## src/rtl/usage_quota_tracker.sv

```systemverilog
// usage_quota_tracker
//   Per-user water-usage accumulator and quota store feeding the irrigation core.
//   Clean flow pulses seen while the valve is open are prescaled into usage units and
//   credited to the active user. Flow seen while the valve is closed drives a leak alarm.
//
// Ports
//   clk             clock, all state changes on the rising edge
//   rst_n           asynchronous active-low reset
//   flow_pulse      single-cycle clean pulse from the debounce stage
//   valve_on        valve state fed back from the core
//   user_select     active user, also the read/write target
//   reset_user      clears usage and the partial count of the selected user
//   quota_wr        writes quota_set into the selected user's quota
//   quota_set       new quota value
//   leak_clr        clears the leak counter (alarm falls one cycle later)
//   usage_flat      usage[i] at bits [i*WIDTH +: WIDTH]
//   quota_flat      quota[i] at the same packing
//   quota_exceeded  registered usage[i] > quota[i]
//   usage_out       usage of the selected user, 0 when out of range
//   quota_out       quota of the selected user, 0 when out of range
//   leak_alarm      registered leak flag
module usage_quota_tracker #(
  parameter int unsigned WIDTH           = 6,
  parameter int unsigned NUM_USERS       = 4,
  parameter int unsigned PULSES_PER_UNIT = 4,
  parameter int unsigned DEFAULT_QUOTA   = 20,
  parameter int unsigned LEAK_LIMIT      = 3
) (
  input  logic                       clk,
  input  logic                       rst_n,
  input  logic                       flow_pulse,
  input  logic                       valve_on,
  input  logic [1:0]                 user_select,
  input  logic                       reset_user,
  input  logic                       quota_wr,
  input  logic [WIDTH-1:0]           quota_set,
  input  logic                       leak_clr,
  output logic [NUM_USERS*WIDTH-1:0] usage_flat,
  output logic [NUM_USERS*WIDTH-1:0] quota_flat,
  output logic [NUM_USERS-1:0]       quota_exceeded,
  output logic [WIDTH-1:0]           usage_out,
  output logic [WIDTH-1:0]           quota_out,
  output logic                       leak_alarm
);

  localparam int unsigned PW = (PULSES_PER_UNIT > 1) ? $clog2(PULSES_PER_UNIT) : 1;
  localparam int unsigned LW = $clog2(LEAK_LIMIT + 1);

  localparam logic [PW-1:0]    PreMax    = PW'(PULSES_PER_UNIT - 1);
  localparam logic [LW-1:0]    LeakMax   = LW'(LEAK_LIMIT);
  localparam logic [WIDTH-1:0] UsageMax  = '1;
  localparam logic [WIDTH-1:0] QuotaInit = WIDTH'(DEFAULT_QUOTA);

  logic [WIDTH-1:0]     usage_q [NUM_USERS];
  logic [WIDTH-1:0]     usage_d [NUM_USERS];
  logic [WIDTH-1:0]     quota_q [NUM_USERS];
  logic [WIDTH-1:0]     quota_d [NUM_USERS];
  logic [PW-1:0]        pre_cnt_q, pre_cnt_d;
  logic [LW-1:0]        leak_cnt_q, leak_cnt_d;
  logic [1:0]           sel_q;
  logic [NUM_USERS-1:0] exceeded_q, exceeded_d;
  logic                 leak_alarm_q;

  logic sel_valid;
  logic sel_changed;
  logic count_pulse;
  logic credit;

  assign sel_valid   = int'(user_select) < int'(NUM_USERS);
  assign sel_changed = (user_select != sel_q);
  // A user change drops the pulse of that cycle; reset_user also beats any credit.
  assign count_pulse = flow_pulse && valve_on && sel_valid && !sel_changed && !reset_user;

  // Shared prescaler
  always_comb begin
    pre_cnt_d = pre_cnt_q;
    credit    = 1'b0;
    if (sel_changed || (reset_user && sel_valid)) begin
      pre_cnt_d = '0;
    end else if (count_pulse) begin
      if (pre_cnt_q == PreMax) begin
        pre_cnt_d = '0;
        credit    = 1'b1;
      end else begin
        pre_cnt_d = pre_cnt_q + PW'(1);
      end
    end
  end

  // Per-user usage and quota; an out-of-range select matches no user and is ignored.
  always_comb begin
    for (int i = 0; i < int'(NUM_USERS); i++) begin
      usage_d[i] = usage_q[i];
      quota_d[i] = quota_q[i];
      if (int'(user_select) == i) begin
        if (reset_user) begin
          usage_d[i] = '0;
        end else if (credit && (usage_q[i] != UsageMax)) begin
          usage_d[i] = usage_q[i] + WIDTH'(1);
        end
        if (quota_wr) begin
          quota_d[i] = quota_set;
        end
      end
    end
  end

  // Compare is taken on the current registers, giving one cycle of lag.
  always_comb begin
    exceeded_d = '0;
    for (int i = 0; i < int'(NUM_USERS); i++) begin
      exceeded_d[i] = usage_q[i] > quota_q[i];
    end
  end

  // Leak counter saturates at LEAK_LIMIT; clear beats a simultaneous leak pulse.
  always_comb begin
    leak_cnt_d = leak_cnt_q;
    if (leak_clr) begin
      leak_cnt_d = '0;
    end else if (flow_pulse && !valve_on && (leak_cnt_q < LeakMax)) begin
      leak_cnt_d = leak_cnt_q + LW'(1);
    end
  end

  always_ff @(posedge clk or negedge rst_n) begin
    if (!rst_n) begin
      for (int i = 0; i < int'(NUM_USERS); i++) begin
        usage_q[i] <= '0;
        quota_q[i] <= QuotaInit;
      end
      pre_cnt_q    <= '0;
      leak_cnt_q   <= '0;
      sel_q        <= '0;
      exceeded_q   <= '0;
      leak_alarm_q <= 1'b0;
    end else begin
      for (int i = 0; i < int'(NUM_USERS); i++) begin
        usage_q[i] <= usage_d[i];
        quota_q[i] <= quota_d[i];
      end
      pre_cnt_q    <= pre_cnt_d;
      leak_cnt_q   <= leak_cnt_d;
      sel_q        <= user_select;
      exceeded_q   <= exceeded_d;
      leak_alarm_q <= (leak_cnt_q >= LeakMax);
    end
  end

  always_comb begin
    usage_flat = '0;
    quota_flat = '0;
    usage_out  = '0;
    quota_out  = '0;
    for (int i = 0; i < int'(NUM_USERS); i++) begin
      usage_flat[i*WIDTH +: WIDTH] = usage_q[i];
      quota_flat[i*WIDTH +: WIDTH] = quota_q[i];
      if (int'(user_select) == i) begin
        usage_out = usage_q[i];
        quota_out = quota_q[i];
      end
    end
  end

  assign quota_exceeded = exceeded_q;
  assign leak_alarm     = leak_alarm_q;

endmodule
```

## config.mk

```make
export PLATFORM = sky130hd
export DESIGN_NAME = usage_quota_tracker
export DESIGN_NICKNAME = d
export VERILOG_FILES = /design/src/rtl/usage_quota_tracker.sv
export SDC_FILE = /design/constraint.sdc
export NUM_CORES = 1
export LEC_CHECK = 0
export CORE_MARGIN = 2
export CORE_UTILIZATION = 53
export DETAILED_ROUTE_END_ITERATION = 10
export DONT_BUFFER_PORTS = 1
export GPL_ROUTABILITY_DRIVEN = 0
export PLACE_DENSITY = 0.64
export SYNTH_ARGS = -nofsm -noshare
export SYNTH_HDL_FRONTEND = slang
export SYNTH_SLANG_ARGS = --single-unit
```

## constraint.sdc

```tcl
create_clock -name clk -period 7.6 [get_ports clk]
set_input_delay 2.28 -clock clk [delete_from_list [all_inputs] [get_ports clk]]
set_output_delay 2.28 -clock clk [all_outputs]
set_load 0.03 [all_outputs]
```

==> metrics.yaml, run 1 <==
finalCriticalPeriod_ps: 5170
dr.pass1.iters: 4
htree_levels: 3
fp.dieArea_um2: 7580
crit_chain: "mux4_2"
cts_tree: "yes"
drt_wl_total_um: 9270
ys.flop_type: "dfrtp_1"
drtIter0Drc: 216
min_path_type: "flip-flop to flip-flop"
tightest_slew_ps: 897
io_buffers: 0
critPathBufInv: 0
synth_top_area_share_pct: 34.9
critical_path_class: "input port to primary output"
synth-seq-area-share_pct: 40.6
n_fill_cell: 563
vias: 2806
hold_viol_final: 0
cts.path.max_buffers: 2
crit_cells: 1
drtAntennaViolNets: 0
clock-sinks: 59
rsz0062_at_grt: "no"
fin_tns_setup_ps: 0
cts_resized: 0
cts-buffers-inserted: 9
drv_slew: 0
cpPeakStageDelay_ps: 600
reg2reg_to: "usage_flat[20]"
ys_async_sr_fraction_pct: 100
post-route-period-util_pct: 68.0
drc: 0
total_power_mw: 0.978
fin_skew_ps: 8.07
peakVddDrop_v: 0.000167
cp.arrival_ps: 2890
viasPerCell: 6.53
p_seq_share_pct: 51.2
insertedDiodeCount: 0
grt_pass1_wl_um: 14600
slowest_stage: "mux4_2"
seqCellArea_um2: 1490
endpoint_kind: "primary output"
critPathLaunchType: "input port"
fin_nets: 391
insertion_delay_ps: 350
grt_overflow: 0
crit_start: "user_select[0]"
coreArea_um2: 6720
initial_core_util_pct: 54.5
post_drt_wl_per_cell_um: 21.6
yosysUniqueCellTypes: 49
switching_power_mw: 0.366
drive_gt1_share_pct: 11.1
grt_antenna_before_repair: 0
cp.required_ps: 5320
syn-mean-instance-area_um2: 10.5
syn_nets: 394
power_frac_comb_pct: 18.5
gr-usage-all-layers_pct: 25.5
yosys_warnings: 0
syn_inst: 349
r2r_slack_ps: 5370
r2r_cells: 6
crit_family: "multiplexers"
multi_input_area_um2: 1980
stdcell_count: 430
p_int_mw: 0.612
final_cell_area_um2: 3900
synth_area_um2: 3660
post_dp_cell_area_um2: 3700
p_clk_share_pct: 30.2
io_pins: 80
final_cell_mix: "dfrtp_1 (51), inv_1 (34), ha_1 (30)"
setup_viol: 0
leakage_nw: 1.75
rows: 30
cp_max_fo: 22
worst_setup_path_endpoint: "usage_out[1]"
outcome: "finished, final reports clean"
die_x_um: 87.1
grt_max_degree: 60
yosysTopAreaCell: "dfrtp_1"
clk_pin_slew_worst_paths_ps: 70
syn_to_final_growth_pct: 6.60
cts.hold.buffers_added: 0
yosys-top-cells-area: "dfrtp_1 (35%), ha_1 (10%), mux4_2 (7.4%), mux2_1 (5.8%), dfstp_2 (5.7%)"
synth_edf_count: 0
swShare_pct: 37.4
max_slew_margin_pct: 39.7
placedCellCount: 415
powerDensity_nw_per_um2: 251
post_cts_buffers: 0
ys_ff_latch: 59
dieHeight_um: 87.1
drv_cap: 0
dp_hpwl_um: 6780
fmax_mhz: 194
regToRegStartpoint: "pre_cnt_q[0]"
grt_pass1_vias: 2734
clockRootBuffer: "clkbuf_8"
final_common_cell: "dfrtp_1"
==> power groups by stage <==
| stage | Combinational [mW] | Sequential, mW | Clock (mW) |
|---|---|---|---|
| after floorplan | 0.163 | 0.480 | 0 |
| after global placement | 0.175 | 0.506 | 0 |
| after detailed placement | 0.182 | 0.506 | 0 |
| after CTS | 0.183 | 0.500 | 0.298 |
| after global routing | 0.205 | 0.507 | 0.313 |
| final | 0.181 | 0.501 | 0.295 |
==> cell usage after synthesis, drive strengths merged (4+ instances only) <==
master / count
dfrtp: 51
inv: 34
ha: 30
nand2: 22
mux2: 19
a21oi: 17
nand3: 17
nor2: 13
mux4: 12
buf: 10
nor2b: 9
o211ai: 9
a31oi: 8
dfstp: 8
nor3: 7
o21ai: 7
and3: 6
nand4: 6
o311ai: 6
a41o: 5
clkbuf: 5
a211oi: 4
a311o: 4
o21a: 4
==> final cells by class <==
cell class	instances	share of cell area (%)
Inverter	34	3.27
Clock buffer	11	3.88
Timing Repair Buffer	1	0.192
Multi-Input combinational cell	241	50.7
Sequential cell	59	38.1
Clock inverter	4	1.28
Tap cell	80	2.57
==> sequential cells by signal (all words and copies together), names as in the netlist <==
signal	flops
leak_alarm	1
leak_cnt_q	2
usage_flat	24
quota_flat	24
pre_cnt_q	2
quota_exceeded	4
sel_q	2
==> logic make-up after synthesis <==
family | after synthesis | synth area share, %
flops | 59 | 40.6
compound gates | 79 | 15.4
fa+ha+maj | 30 | 10.3
mux | 32 | 13.5
simple gates | 97 | 14.2
xor+xnor | 3 | 0.718
buf+inv | 49 | 5.33
==> per-stage QoR <==
step                      hold slack [ps]  setup slack [ps]  utilization [%]
after floorplan                       490              1940                -
after global placement                520              2440             55.0
after detailed placement              529              2440             55.0
after CTS                             541              2440             58.0
after global routing                  565              2430             58.0
final                                 535              2430             58.0
==> metal layers <==
| layer | GRT usage, % | vias up | routed length [µm] |
|---|---|---|---|
| met1 | 34.5 | 1399 | 4130 |
| met4 | 7.67 | 0 | 119 |
| met5 | 0 | - | 0 |
| li1 | - | 1310 | - |
| met3 | 5.97 | 9 | 444 |
| met2 | 40.8 | 88 | 4570 |
==> worst min-delay path by stage <==
stage | endpoint | cells after the start | startpoint
after CTS | pre_cnt_q[1] | 2 | pre_cnt_q[1]
final | leak_alarm | 1 | leak_cnt_q[1]
after global placement | pre_cnt_q[1] | 2 | pre_cnt_q[1]
after detailed placement | leak_cnt_q[1] | 2 | leak_cnt_q[1]
after floorplan | leak_cnt_q[1] | 2 | leak_cnt_q[1]
after global routing | pre_cnt_q[1] | 2 | pre_cnt_q[1]
(Power assumes the default switching activity.)
==> run 2, diff against run 1 <==
- clock period: 7.6 -> 4.9 ns (I/O delays scaled with it)
==> run 2 against run 1 <==
  * Hold slack worse by 1.5 ps
  * Wire length grew 1.2%
  * Die area did not move
  * First-iteration DRC count increased by 13%
  * Combinational power is 57% higher
  * Critical path type unchanged
  * Non-clock buffer count did not move
  * Critical endpoint unchanged
  * Total power increased by 54%
  * Highest routed layer unchanged
  * Sequential power is 55% higher
==> metrics.yaml, run 2 (synthesis gave the netlist of run 1 again) <==
crit_family: "multiplexers"
powerDensity_nw_per_um2: 387  # +54%
fp.dieArea_um2: 7580  # unchanged
grt_overflow: 0  # unchanged
cts_resized: 0  # unchanged
post-route-period-util_pct: 72.5
cp.arrival_ps: 2080  # -810 ps
total_power_mw: 1.50  # +54%
final_common_cell: "dfrtp_1"
peakVddDrop_v: 0.000220  # +32%
outcome: "finished, final reports clean"
setup_ws_ps: 1350  # -1080 ps
hold_viol_final: 0  # unchanged
drtIter0Drc: 243  # +13%
coreArea_um2: 6720  # unchanged
htree_levels: 3  # unchanged
drive_gt1_share_pct: 10.5  # -0.60 points
drtAntennaViolNets: 0  # unchanged
fin_tns_setup_ps: 0  # unchanged
cp_max_fo: 22  # unchanged
clockRootBuffer: "clkbuf_8"
critPathLaunchType: "input port"
clk_pin_slew_worst_paths_ps: 70  # about the same
vias: 2899  # +3.3%
tightest_slew_ps: 1280  # +379 ps
post_drt_wl_per_cell_um: 21.8  # +0.93%
endpoint_kind: "primary output"
drc: 0  # unchanged
cpPeakStageDelay_ps: 600  # about the same
post_cts_buffers: 0  # unchanged
cts-buffers-inserted: 9  # unchanged
finalCriticalPeriod_ps: 3550
grt_pass1_wl_um: 14900  # +2.2%
cts_tree: "yes"
clock-sinks: 59  # unchanged
min_path_type: "flip-flop to flip-flop"
setup_viol: 0  # unchanged
insertedDiodeCount: 0  # unchanged
critPathBufInv: 0  # unchanged
slowest_stage: "mux4_2"
viasPerCell: 6.73  # +3.1%
initial_core_util_pct: 54.5  # unchanged
final_cell_mix: "dfrtp_1 (51), inv_1 (34), ha_1 (30)"
rows: 30  # unchanged
fin_nets: 391  # unchanged
dr.pass1.iters: 4  # unchanged
fmax_mhz: 282
cp.required_ps: 3430  # -1890 ps
place_ws_ps: 1360  # -1080 ps
grt_pass1_vias: 2889  # +5.7%
die_x_um: 87.1  # unchanged
grt_antenna_before_repair: 0  # unchanged
gr-usage-all-layers_pct: 25.8  # +0.36 points
drv_cap: 0  # unchanged
io_pins: 80  # unchanged
crit_chain: "mux4_2"
max_slew_margin_pct: 14.3  # -25 points
cts.path.max_buffers: 2  # unchanged
drt_wl_total_um: 9380  # +1.2%
dp_hpwl_um: 6900  # +1.9%
io_buffers: 0  # unchanged
fin_skew_ps: 11.3  # +3.23 ps
dieHeight_um: 87.1  # unchanged
drv_slew: 0  # unchanged
leakage_nw: 1.75  # about the same
syn_to_final_growth_pct: 6.26
grt_max_degree: 60  # unchanged
insertion_delay_ps: 340  # about the same
critical_path_class: "input port to primary output"
rsz0062_at_grt: "no"
cts.hold.buffers_added: 0  # unchanged
run 2: final timing paths:
path | slack, ps | to | startpoint | depth (start not counted)
worst max-delay path | 1350 | usage_out[1] | user_select[0] | 1
worst min-delay path | 530 | pre_cnt_q[1] | pre_cnt_q[1] | 2
worst max register to register | 2450 | usage_flat[16] | pre_cnt_q[0] | 6
worst min register to register | 530 | pre_cnt_q[1] | pre_cnt_q[1] | 2
max in group asynchronous | 3880 | quota_flat[16] | rst_n | 0
min in group asynchronous | 820 | quota_flat[11] | rst_n | 0
run 2: stage by stage:
stage / area, µm² / instances / utilization [%] / hold WS (ps)
2_1_floorplan: 3660 / 349 / - / 490
3_3_place_gp: 3700 / 415 / 55.0 / 513
3_5_place_dp: 3700 / 415 / 55.0 / 529
4_1_cts: 3890 / 431 / 57.9 / 538
5_1_grt: 3890 / 431 / 57.9 / 579
6_report: 3890 / 431 / 57.9 / 534
run 2: area by class of cell:
type	instances	area (µm²)
Clock buffer	13	149
Timing Repair Buffer	1	7.51
Fill cell	586	2830
Inverter	34	128
Clock inverter	3	40.0
Tap cell	80	100
Sequential cell	59	1490
Multi-Input combinational cell	241	1980
run 2: per-layer routing:
metal / vias up / track usage (%) / part of all wire [%]
met4: 0 / 8.38 / 1.0
met5: - / 0 / 0
met2: 86 / 41.1 / 50
met3: 10 / 7.01 / 5.4
met1: 1492 / 34.3 / 43
li1: 1311 / - / -
run 2: power by group:
group | switching, mW | internal [mW]
clock network | 0.193 | 0.248
logic | 0.153 | 0.133
registers | 0.219 | 0.558
==> run 3, diff against run 2 <==
- clock period: 4.9 -> 3.45 ns (I/O delays scaled with it)
==> run 3 against run 2 <==
  * Flip-flop and latch count unchanged
  * Cell area up 0.71%
  * Register-to-register slack worse by 1100 ps
  * Largest power group unchanged
  * First-iteration DRC count down 27%
  * Die area unchanged
  * Combinational power up 40%
  * Highest routed layer unchanged
  * Critical path type unchanged
  * Clock power up 43%
==> metrics.yaml, run 3 (synthesis gave the netlist of run 1 again) <==
tightest_slew_ps: 568  # -709 ps
drtIter0Drc: 178  # -27%
critPathBufInv: 0  # unchanged
htree_levels: 3  # unchanged
drtAntennaViolNets: 0  # unchanged
leakage_nw: 1.77  # +1.0%
endpoint_kind: "primary output"
cts_tree: "yes"
final_cell_mix: "dfrtp_1 (51), inv_1 (34), ha_1 (30)"
fin_tns_setup_ps: 0  # unchanged
cpPeakStageDelay_ps: 600  # about the same
viasPerCell: 6.62  # -1.7%
crit_chain: "mux4_2"
rows: 30  # unchanged
gr-usage-all-layers_pct: 25.4  # -0.44 points
critPathLaunchType: "input port"
r2r_cells: 5  # -1
fmax_mhz: 373
r2r_slack_ps: 1390  # -1060 ps
peakVddDrop_v: 0.000289  # +31%
clk_pin_slew_worst_paths_ps: 70  # about the same
insertion_delay_ps: 340  # about the same
drv_slew: 0  # unchanged
critical_path_class: "input port to primary output"
clock-sinks: 59  # unchanged
dr.pass1.iters: 5  # +1
cts.hold.buffers_added: 0  # unchanged
grt_overflow: 0  # unchanged
post_drt_wl_per_cell_um: 21.4  # -1.8%
crit_cells: 1  # unchanged
clockRootBuffer: "clkbuf_8"
regToRegStartpoint: "usage_flat[19]"
cts.path.max_buffers: 2  # unchanged
max_slew_margin_pct: 62.2  # +48 points
fin_nets: 394  # +0.77%
cp.arrival_ps: 1640  # -440 ps
final_common_cell: "dfrtp_1"
cp.required_ps: 2410  # -1020 ps
fin_skew_ps: 9.74  # -1.56 ps
grt_max_degree: 60  # unchanged
drt_wl_total_um: 9270  # -1.1%
worst_setup_path_endpoint: "usage_out[3]"
crit_start: "user_select[0]"
min_path_type: "input port to async pin"
dp_hpwl_um: 6800  # -1.6%
dieHeight_um: 87.1  # unchanged
grt_antenna_before_repair: 0  # unchanged
slowest_stage: "mux4_2"
cts-buffers-inserted: 9  # unchanged
drc: 0  # unchanged
post_cts_buffers: 0  # unchanged
fp.dieArea_um2: 7580  # unchanged
syn_to_final_growth_pct: 7.01
drive_gt1_share_pct: 11.9  # +1.3 points
switching_power_mw: 0.802  # +42%
vias: 2871  # -0.97%
swShare_pct: 37.6  # +0.061 points
insertedDiodeCount: 0  # unchanged
io_buffers: 0  # unchanged
setup_viol: 0  # unchanged
final_cell_area_um2: 3920  # +0.71%
hold_viol_final: 0  # unchanged
post-route-period-util_pct: 77.7
p_seq_share_pct: 51.7  # about the same
powerDensity_nw_per_um2: 544  # +41%
drv_cap: 0  # unchanged
grt_pass1_vias: 2722  # -5.8%
io_pins: 80  # unchanged
p_clk_share_pct: 29.6  # +0.2 points
finalCriticalPeriod_ps: 2680
outcome: "finished, final reports clean"
power_frac_comb_pct: 18.7  # -0.3 points
post_dp_cell_area_um2: 3720  # +0.61%
p_int_mw: 1.33  # +42%
crit_family: "multiplexers"
initial_core_util_pct: 54.5  # unchanged
die_x_um: 87.1  # unchanged
reg2reg_to: "usage_flat[19]"
cp_max_fo: 22  # unchanged
coreArea_um2: 6720  # unchanged
rsz0062_at_grt: "no"
n_fill_cell: 572  # -2.4%
grt_pass1_wl_um: 14500  # -2.9%
cts_resized: 0  # unchanged
## run 3: worst min-delay path by stage
stage | endpoint | from | depth (start not counted)
floorplan | leak_cnt_q[1] | leak_cnt_q[1] | 2
global placement | leak_cnt_q[1] | leak_cnt_q[1] | 2
detailed placement | pre_cnt_q[1] | pre_cnt_q[1] | 2
CTS | leak_alarm | rst_n | 0
global route | leak_alarm | rst_n | 0
finish | quota_exceeded[0] | rst_n | 0
## run 3: layout make-up
| cell class | count | area (µm²) | share of cell area [%] |
|---|---|---|---|
| inverters | 34 | 128 | 3.26 |
| well taps | 80 | 100 | 2.56 |
| flip-flops and latches | 59 | 1490 | 38.0 |
| repair buffers | 4 | 30.0 | 0.767 |
| multi-input cells | 241 | 1980 | 50.5 |
| clock inverters | 5 | 52.6 | 1.34 |
| clock buffers | 11 | 141 | 3.61 |
## run 3: layer usage
layer / vias to the layer above / global-route usage (%) / wire length [µm]
met5: - / 0 / 0
met4: 0 / 7.81 / 106
met3: 10 / 5.40 / 559
met2: 99 / 40.4 / 4490
met1: 1443 / 34.9 / 4120
li1: 1319 / - / -
## run 3: power groups by stage
stage               logic (mW)  registers, mW  clock network (mW)
floorplan                0.359           1.06                   0
global placement         0.385           1.11                   0
detailed placement       0.400           1.12                   0
CTS                      0.403           1.10               0.646
global route             0.452           1.12               0.669
finish                   0.398           1.10               0.630
## run 3: metrics by stage
stage	power [mW]	worst slack [ps]	util (%)	cells	hold WS, ps
CTS	2.15	780	58.3	434	368
detailed placement	1.52	780	55.4	418	522
floorplan	1.42	280	-	349	490
finish	2.13	771	58.3	434	385
global placement	1.50	782	55.4	418	513
global route	2.24	767	58.3	434	367
